File: config.mk
export PLATFORM = sky130hd
export DESIGN_NAME = fc8_vram_arbiter
export DESIGN_NICKNAME = d
export VERILOG_FILES = /design/src/rtl/fc8_vram_arbiter.sv
export SDC_FILE = /design/constraint.sdc
export NUM_CORES = 1
export LEC_CHECK = 0
export ABC_AREA = 1
export CAP_MARGIN = 30
export CORE_MARGIN = 3
export CORE_UTILIZATION = 31
export CTS_CLUSTER_SIZE = 28
export DETAILED_ROUTE_END_ITERATION = 8
export PLACE_DENSITY = 0.7
export SLEW_MARGIN = 20
export SYNTH_ARGS = -nofsm -noshare
export SYNTH_HDL_FRONTEND = slang
export SYNTH_SLANG_ARGS = --single-unit
export TNS_END_PERCENT = 1
File: constraint.sdc
create_clock -name clk_20mhz -period 1.3 [get_ports clk_20mhz]
set_input_delay 0.26 -clock clk_20mhz [delete_from_list [all_inputs] [get_ports clk_20mhz]]
set_output_delay 0.26 -clock clk_20mhz [all_outputs]
set_load 0.02 [all_outputs]
File: src/rtl/fc8_vram_arbiter.sv
// VRAM arbiter: shares the single-port VRAM between video scanout fetches and the CPU window.
// Video has priority; a saturating wait counter forces a CPU win after CPU_MAX_WAIT lost rounds.
module fc8_vram_arbiter #(
    parameter int ADDR_W       = 15,
    parameter int CPU_MAX_WAIT = 8
) (
    input  logic              clk_20mhz,
    input  logic              rst_n,
    input  logic              cpu_req,
    input  logic              cpu_we,
    input  logic [ADDR_W-1:0] cpu_addr,
    input  logic [7:0]        cpu_wdata,
    output logic [7:0]        cpu_rdata,
    output logic              cpu_ready,
    input  logic              vid_req,
    input  logic [ADDR_W-1:0] vid_addr,
    output logic              vid_ack,
    output logic [7:0]        vid_data,
    output logic              vid_valid,
    output logic              vram_en,
    output logic              vram_we,
    output logic [ADDR_W-1:0] vram_addr,
    output logic [7:0]        vram_wdata,
    input  logic [7:0]        vram_rdata
);

    localparam logic [1:0] C_IDLE   = 2'd0;
    localparam logic [1:0] C_DATA   = 2'd1;
    localparam logic [1:0] C_DONE   = 2'd2;
    localparam logic [3:0] MAX_WAIT = 4'(CPU_MAX_WAIT);

    logic [1:0]        cpu_state_q, cpu_state_d;
    logic [1:0]        lat_cnt_q, lat_cnt_d;
    logic [3:0]        wait_cnt_q, wait_cnt_d;
    logic              cpu_elig_s, cpu_win_s, vid_win_s;

    logic              vram_en_q, vram_en_d;
    logic              vram_we_q, vram_we_d;
    logic [ADDR_W-1:0] vram_addr_q, vram_addr_d;
    logic [7:0]        vram_wdata_q, vram_wdata_d;
    logic              own1_q, own1_d;
    logic              tag2_vld_q, tag2_vld_d;
    logic              tag2_own_q, tag2_own_d;

    logic              cpu_ready_q, cpu_ready_d;
    logic [7:0]        cpu_rdata_q, cpu_rdata_d;
    logic              vid_valid_q, vid_valid_d;
    logic [7:0]        vid_data_q, vid_data_d;

    // One grant per cycle: a starved CPU beats video, otherwise video beats the CPU.
    always_comb begin
        cpu_elig_s = (cpu_state_q == C_IDLE) && cpu_req;
        cpu_win_s  = 1'b0;
        vid_win_s  = 1'b0;
        if (cpu_elig_s && (wait_cnt_q >= MAX_WAIT)) begin
            cpu_win_s = 1'b1;
        end else if (vid_req) begin
            vid_win_s = 1'b1;
        end else if (cpu_elig_s) begin
            cpu_win_s = 1'b1;
        end else begin
            cpu_win_s = 1'b0;
        end
    end

    // Starvation counter and CPU handshake FSM; C_DONE blocks re-issue until cpu_req drops.
    always_comb begin
        wait_cnt_d  = wait_cnt_q;
        cpu_state_d = cpu_state_q;
        lat_cnt_d   = lat_cnt_q;
        if ((cpu_state_q != C_IDLE) || cpu_win_s) begin
            wait_cnt_d = 4'd0;
        end else if (cpu_elig_s && (wait_cnt_q != 4'hF)) begin
            wait_cnt_d = wait_cnt_q + 4'd1;
        end else begin
            wait_cnt_d = wait_cnt_q;
        end
        case (cpu_state_q)
            C_IDLE: begin
                if (cpu_win_s) begin
                    cpu_state_d = C_DATA;
                    lat_cnt_d   = 2'd0;
                end else begin
                    cpu_state_d = C_IDLE;
                end
            end
            C_DATA: begin
                if (lat_cnt_q == 2'd2) begin
                    cpu_state_d = C_DONE;
                end else begin
                    lat_cnt_d = lat_cnt_q + 2'd1;
                end
            end
            C_DONE: begin
                if (!cpu_req) begin
                    cpu_state_d = C_IDLE;
                end else begin
                    cpu_state_d = C_DONE;
                end
            end
            default: begin
                cpu_state_d = C_IDLE;
                lat_cnt_d   = 2'd0;
            end
        endcase
    end

    // Issue stage plus owner tag pipe; returned bytes are steered by the tag two cycles later.
    always_comb begin
        vram_en_d    = cpu_win_s | vid_win_s;
        vram_we_d    = cpu_win_s & cpu_we;
        own1_d       = cpu_win_s;
        vram_addr_d  = vram_addr_q;
        vram_wdata_d = vram_wdata_q;
        if (cpu_win_s) begin
            vram_addr_d  = cpu_addr;
            vram_wdata_d = cpu_wdata;
        end else if (vid_win_s) begin
            vram_addr_d  = vid_addr;
        end else begin
            vram_addr_d  = vram_addr_q;
        end
        tag2_vld_d  = vram_en_q;
        tag2_own_d  = own1_q;
        cpu_ready_d = tag2_vld_q & tag2_own_q;
        vid_valid_d = tag2_vld_q & ~tag2_own_q;
        cpu_rdata_d = cpu_rdata_q;
        vid_data_d  = vid_data_q;
        if (cpu_ready_d) begin
            cpu_rdata_d = vram_rdata;
        end else if (vid_valid_d) begin
            vid_data_d  = vram_rdata;
        end else begin
            cpu_rdata_d = cpu_rdata_q;
        end
    end

    // State and pipeline registers; reset discards everything in flight.
    always_ff @(posedge clk_20mhz or negedge rst_n) begin
        if (!rst_n) begin
            cpu_state_q  <= C_IDLE;
            lat_cnt_q    <= 2'd0;
            wait_cnt_q   <= 4'd0;
            vram_en_q    <= 1'b0;
            vram_we_q    <= 1'b0;
            vram_addr_q  <= '0;
            vram_wdata_q <= 8'd0;
            own1_q       <= 1'b0;
            tag2_vld_q   <= 1'b0;
            tag2_own_q   <= 1'b0;
            cpu_ready_q  <= 1'b0;
            cpu_rdata_q  <= 8'd0;
            vid_valid_q  <= 1'b0;
            vid_data_q   <= 8'd0;
        end else begin
            cpu_state_q  <= cpu_state_d;
            lat_cnt_q    <= lat_cnt_d;
            wait_cnt_q   <= wait_cnt_d;
            vram_en_q    <= vram_en_d;
            vram_we_q    <= vram_we_d;
            vram_addr_q  <= vram_addr_d;
            vram_wdata_q <= vram_wdata_d;
            own1_q       <= own1_d;
            tag2_vld_q   <= tag2_vld_d;
            tag2_own_q   <= tag2_own_d;
            cpu_ready_q  <= cpu_ready_d;
            cpu_rdata_q  <= cpu_rdata_d;
            vid_valid_q  <= vid_valid_d;
            vid_data_q   <= vid_data_d;
        end
    end

    assign vid_ack    = vid_win_s;
    assign vram_en    = vram_en_q;
    assign vram_we    = vram_we_q;
    assign vram_addr  = vram_addr_q;
    assign vram_wdata = vram_wdata_q;
    assign cpu_ready  = cpu_ready_q;
    assign cpu_rdata  = cpu_rdata_q;
    assign vid_valid  = vid_valid_q;
    assign vid_data   = vid_data_q;

endmodule

==> qor.yml <==
outcome:
  status: "finished, violations left"
  violations: "negative setup slack"
route:
  wl_per_cell_um: 12.3
  drc_errors: 0
  drt_iter0_drc: 81
  postRouteAntennaNets: 0
  vias: 2025
  viasPerCell: 4.42
  drtPass1Iterations: 4
  drt_wl_total_um: 5620
placed_design:
  place.gp.congestion: 0.722
  dp_cells: 448
  portBuffers: 94
  dp_hpwl_um: 4140
  dp_slack_ns: -0.756
synth:
  ys_top_cells_by_area: "dfrtp_1, nand2_1, nand3_1, nand3_2, o21ai_0"
  synth_top_area_cell: "dfrtp_1"
  synthDominantCellAreaShare_pct: 57.6
  synth_seq_cells: 54
  yosysUniqueCellTypes: 23
  synth_area_um2: 2350
  syn_nets: 304
  syn_avg_cell_area_um2: 9.39
  ys_warn_count: 0
  ys_seq_area_share_pct: 57.6
  syn_inst: 250
pwr:
  powerDensity_nw_per_um2: 1710
  ir_drop_uv: 502
  power_leakage_uw: 0.00175
sta:
  timing.hold.ws_ns: 0.358
  tightest_slew_ns: 0.420
  tns_ns: -0.447
  rsz0062_at_grt: "true"
  hold_viol: 0
  setup_violations: 9
  worst_slack_ns: -0.176
  fin_crit_ns: 1.48
  skew_ns: 0.0121
  fin_crit_sh_pct: 114
  final-max-slew-violation-count: 0
  max_freq_mhz: 678
  max_slew_margin_pct: 72.0
worst_setup_path:
  critPathKind: "reg2out"
  r2r_start: "cpu_state_q[0]"
  start_kind: "flop"
  worstPathCellList: "nor2_4 > nand2_4 > nor2_8 > nor2_2 > buf_6"
  cp.arrival_ns: 1.22
  cp_slowest_stage_delay_ns: 0.44
  critPathCapture: "vid_ack"
  endpoint_kind: "primary output"
  path_max_fanout: 2
  worst_r2r_path_depth: 7
  startpoint: "cpu_state_q[0]"
  cp_slowest_cell: "dfrtp_2"
  crit_required_ns: 1.04
  reg2reg_slack_ns: -0.05
  r2r_end: "vram_wdata[3]"
finish:
  final_cell_mix: "nand2_1, dfrtp_1, clkdlybuf4s50_1"
  final_common_cell: "nand2_1"
  layout-drive-gt1-share_pct: 13.6
  fin_util_pct: 48.9
  layout.nets: 413
  fin_cells: 458
  syn_to_final_growth_pct: 51.9
  diodes: 0
global_route:
  gr-total-overflow: 0
  grt_max_degree: 55
  grt_pass1_wl_um: 9050
  grt_usage_pct: 12.8
  grt_pass1_vias: 2010
  antenna_found_initial: 0
worst_hold_path:
  whs_path_depth: 0
  min_from: "own1_q"
  min_path_type: "reg2reg"
clock_network:
  clk_pin_slew_ns: 0.09
  cts_buffers: 5
  clk_latency_ns: 0.30
  cts_buffer_depth: 2
  clock_sinks: 54
  tritoncts: "done"
  ctsHtreeMaxLevel: 2
  cts_root_buf: "clkbuf_8"
floorplan:
  io_pins: 95
  rows: 31
  dieHeight_um: 93.0
  die_w_um: 93.0
  core_region_area_um2: 7290
  initial_core_util_pct: 32.2
  dieArea_um2: 8650
flow_run:
  maxCapViolations: 0
per-layer routing:
| metal | track usage [%] | routed length, um |
|---|---|---|
| met1 | 16.7 | 2570 |
| met5 | 0 | 0 |
| met2 | 21.5 | 2630 |
| met4 | 2.56 | 33 |
| met3 | 3.62 | 384 |
what timing repair did:
action	in CTS	in global routing
hold endpoints to repair	54	0
endpoints found under the setup margin	61	66
resized for setup	48	46
hold buffers	1	0
setup buffers	0	2
pin swaps	1	1
sequential cells by signal, indices dropped and copies added, names as in the netlist:
name	cells
cpu_ready	1
vid_valid	1
vram_wdata	8
tag2_vld_q	1
own1_q	1
wait_cnt_q	4
vram_en	1
cpu_rdata	8
vram_we	1
vram_addr	15
vid_data	8
lat_cnt_q	2
cpu_state_q	2
tag2_own_q	1
worst max-delay path, delay by kind of cell, from the launching register on:
family | cells | cell delay [ns]
DFF | 1 | 0.44
and+or+nand+nor | 4 | 0.35
buffers and inverters | 1 | 0.12
cell usage after synthesis, drive strengths merged:
cell type and count:
nand2 71, dfrtp 54, nand3 53, inv 25, o21ai 20, nor2 9
buf 7, a21oi 3, clkbuf 3, ha 3, nand4 1, xor2 1
cell families (layout without fill, tap and decap cells):
| group | count (synthesis) | count (layout) | share of synthesized area (%) |
|---|---|---|---|
| and+or+nand+nor | 134 | 134 | 28.5 |
| xor gates and xnor gates | 1 | 1 | 0.373 |
| buffers and inverters | 35 | 144 | 6.93 |
| DFF | 54 | 54 | 57.6 |
| adders and majority gates | 3 | 3 | 1.60 |
| AOI/OAI and AO/OA | 23 | 23 | 5.06 |
final cells by class:
type / instances / area, um^2
fill: 706 / 3730
sequential: 54 / 1350
timing repair buffer: 112 / 1080
multi-input combinational: 161 / 836
tap: 99 / 124
inverter: 25 / 96.3
clock buffer: 6 / 72.6
clock inverter: 1 / 7.51
where the power goes:
group | switching [uW] | internal (uW) | leakage, uW
clock network | 512 | 371 | 0.0000373
logic | 1530 | 1150 | 0.00104
registers | 301 | 2220 | 0.000670
per-stage QoR:
step           power [uW]  area (um^2)
5_1_grt              6490         3560
6_report             6080         3560
4_1_cts              6000         3500
3_3_place_gp         5400         3470
2_1_floorplan        4010         2350
3_5_place_dp         5460         3470
worst min-delay path by stage:
| stage | endpoint | slack, ns |
|---|---|---|
| after floorplan | cpu_rdata[0] | -0.04 |
| after global placement | cpu_rdata[2] | 0.28 |
| after detailed placement | cpu_rdata[2] | 0.28 |
| after CTS | tag2_own_q | 0.36 |
| after global routing | tag2_own_q | 0.38 |
| final | tag2_own_q | 0.36 |
Note: power is estimated with default switching activity, not from simulation.
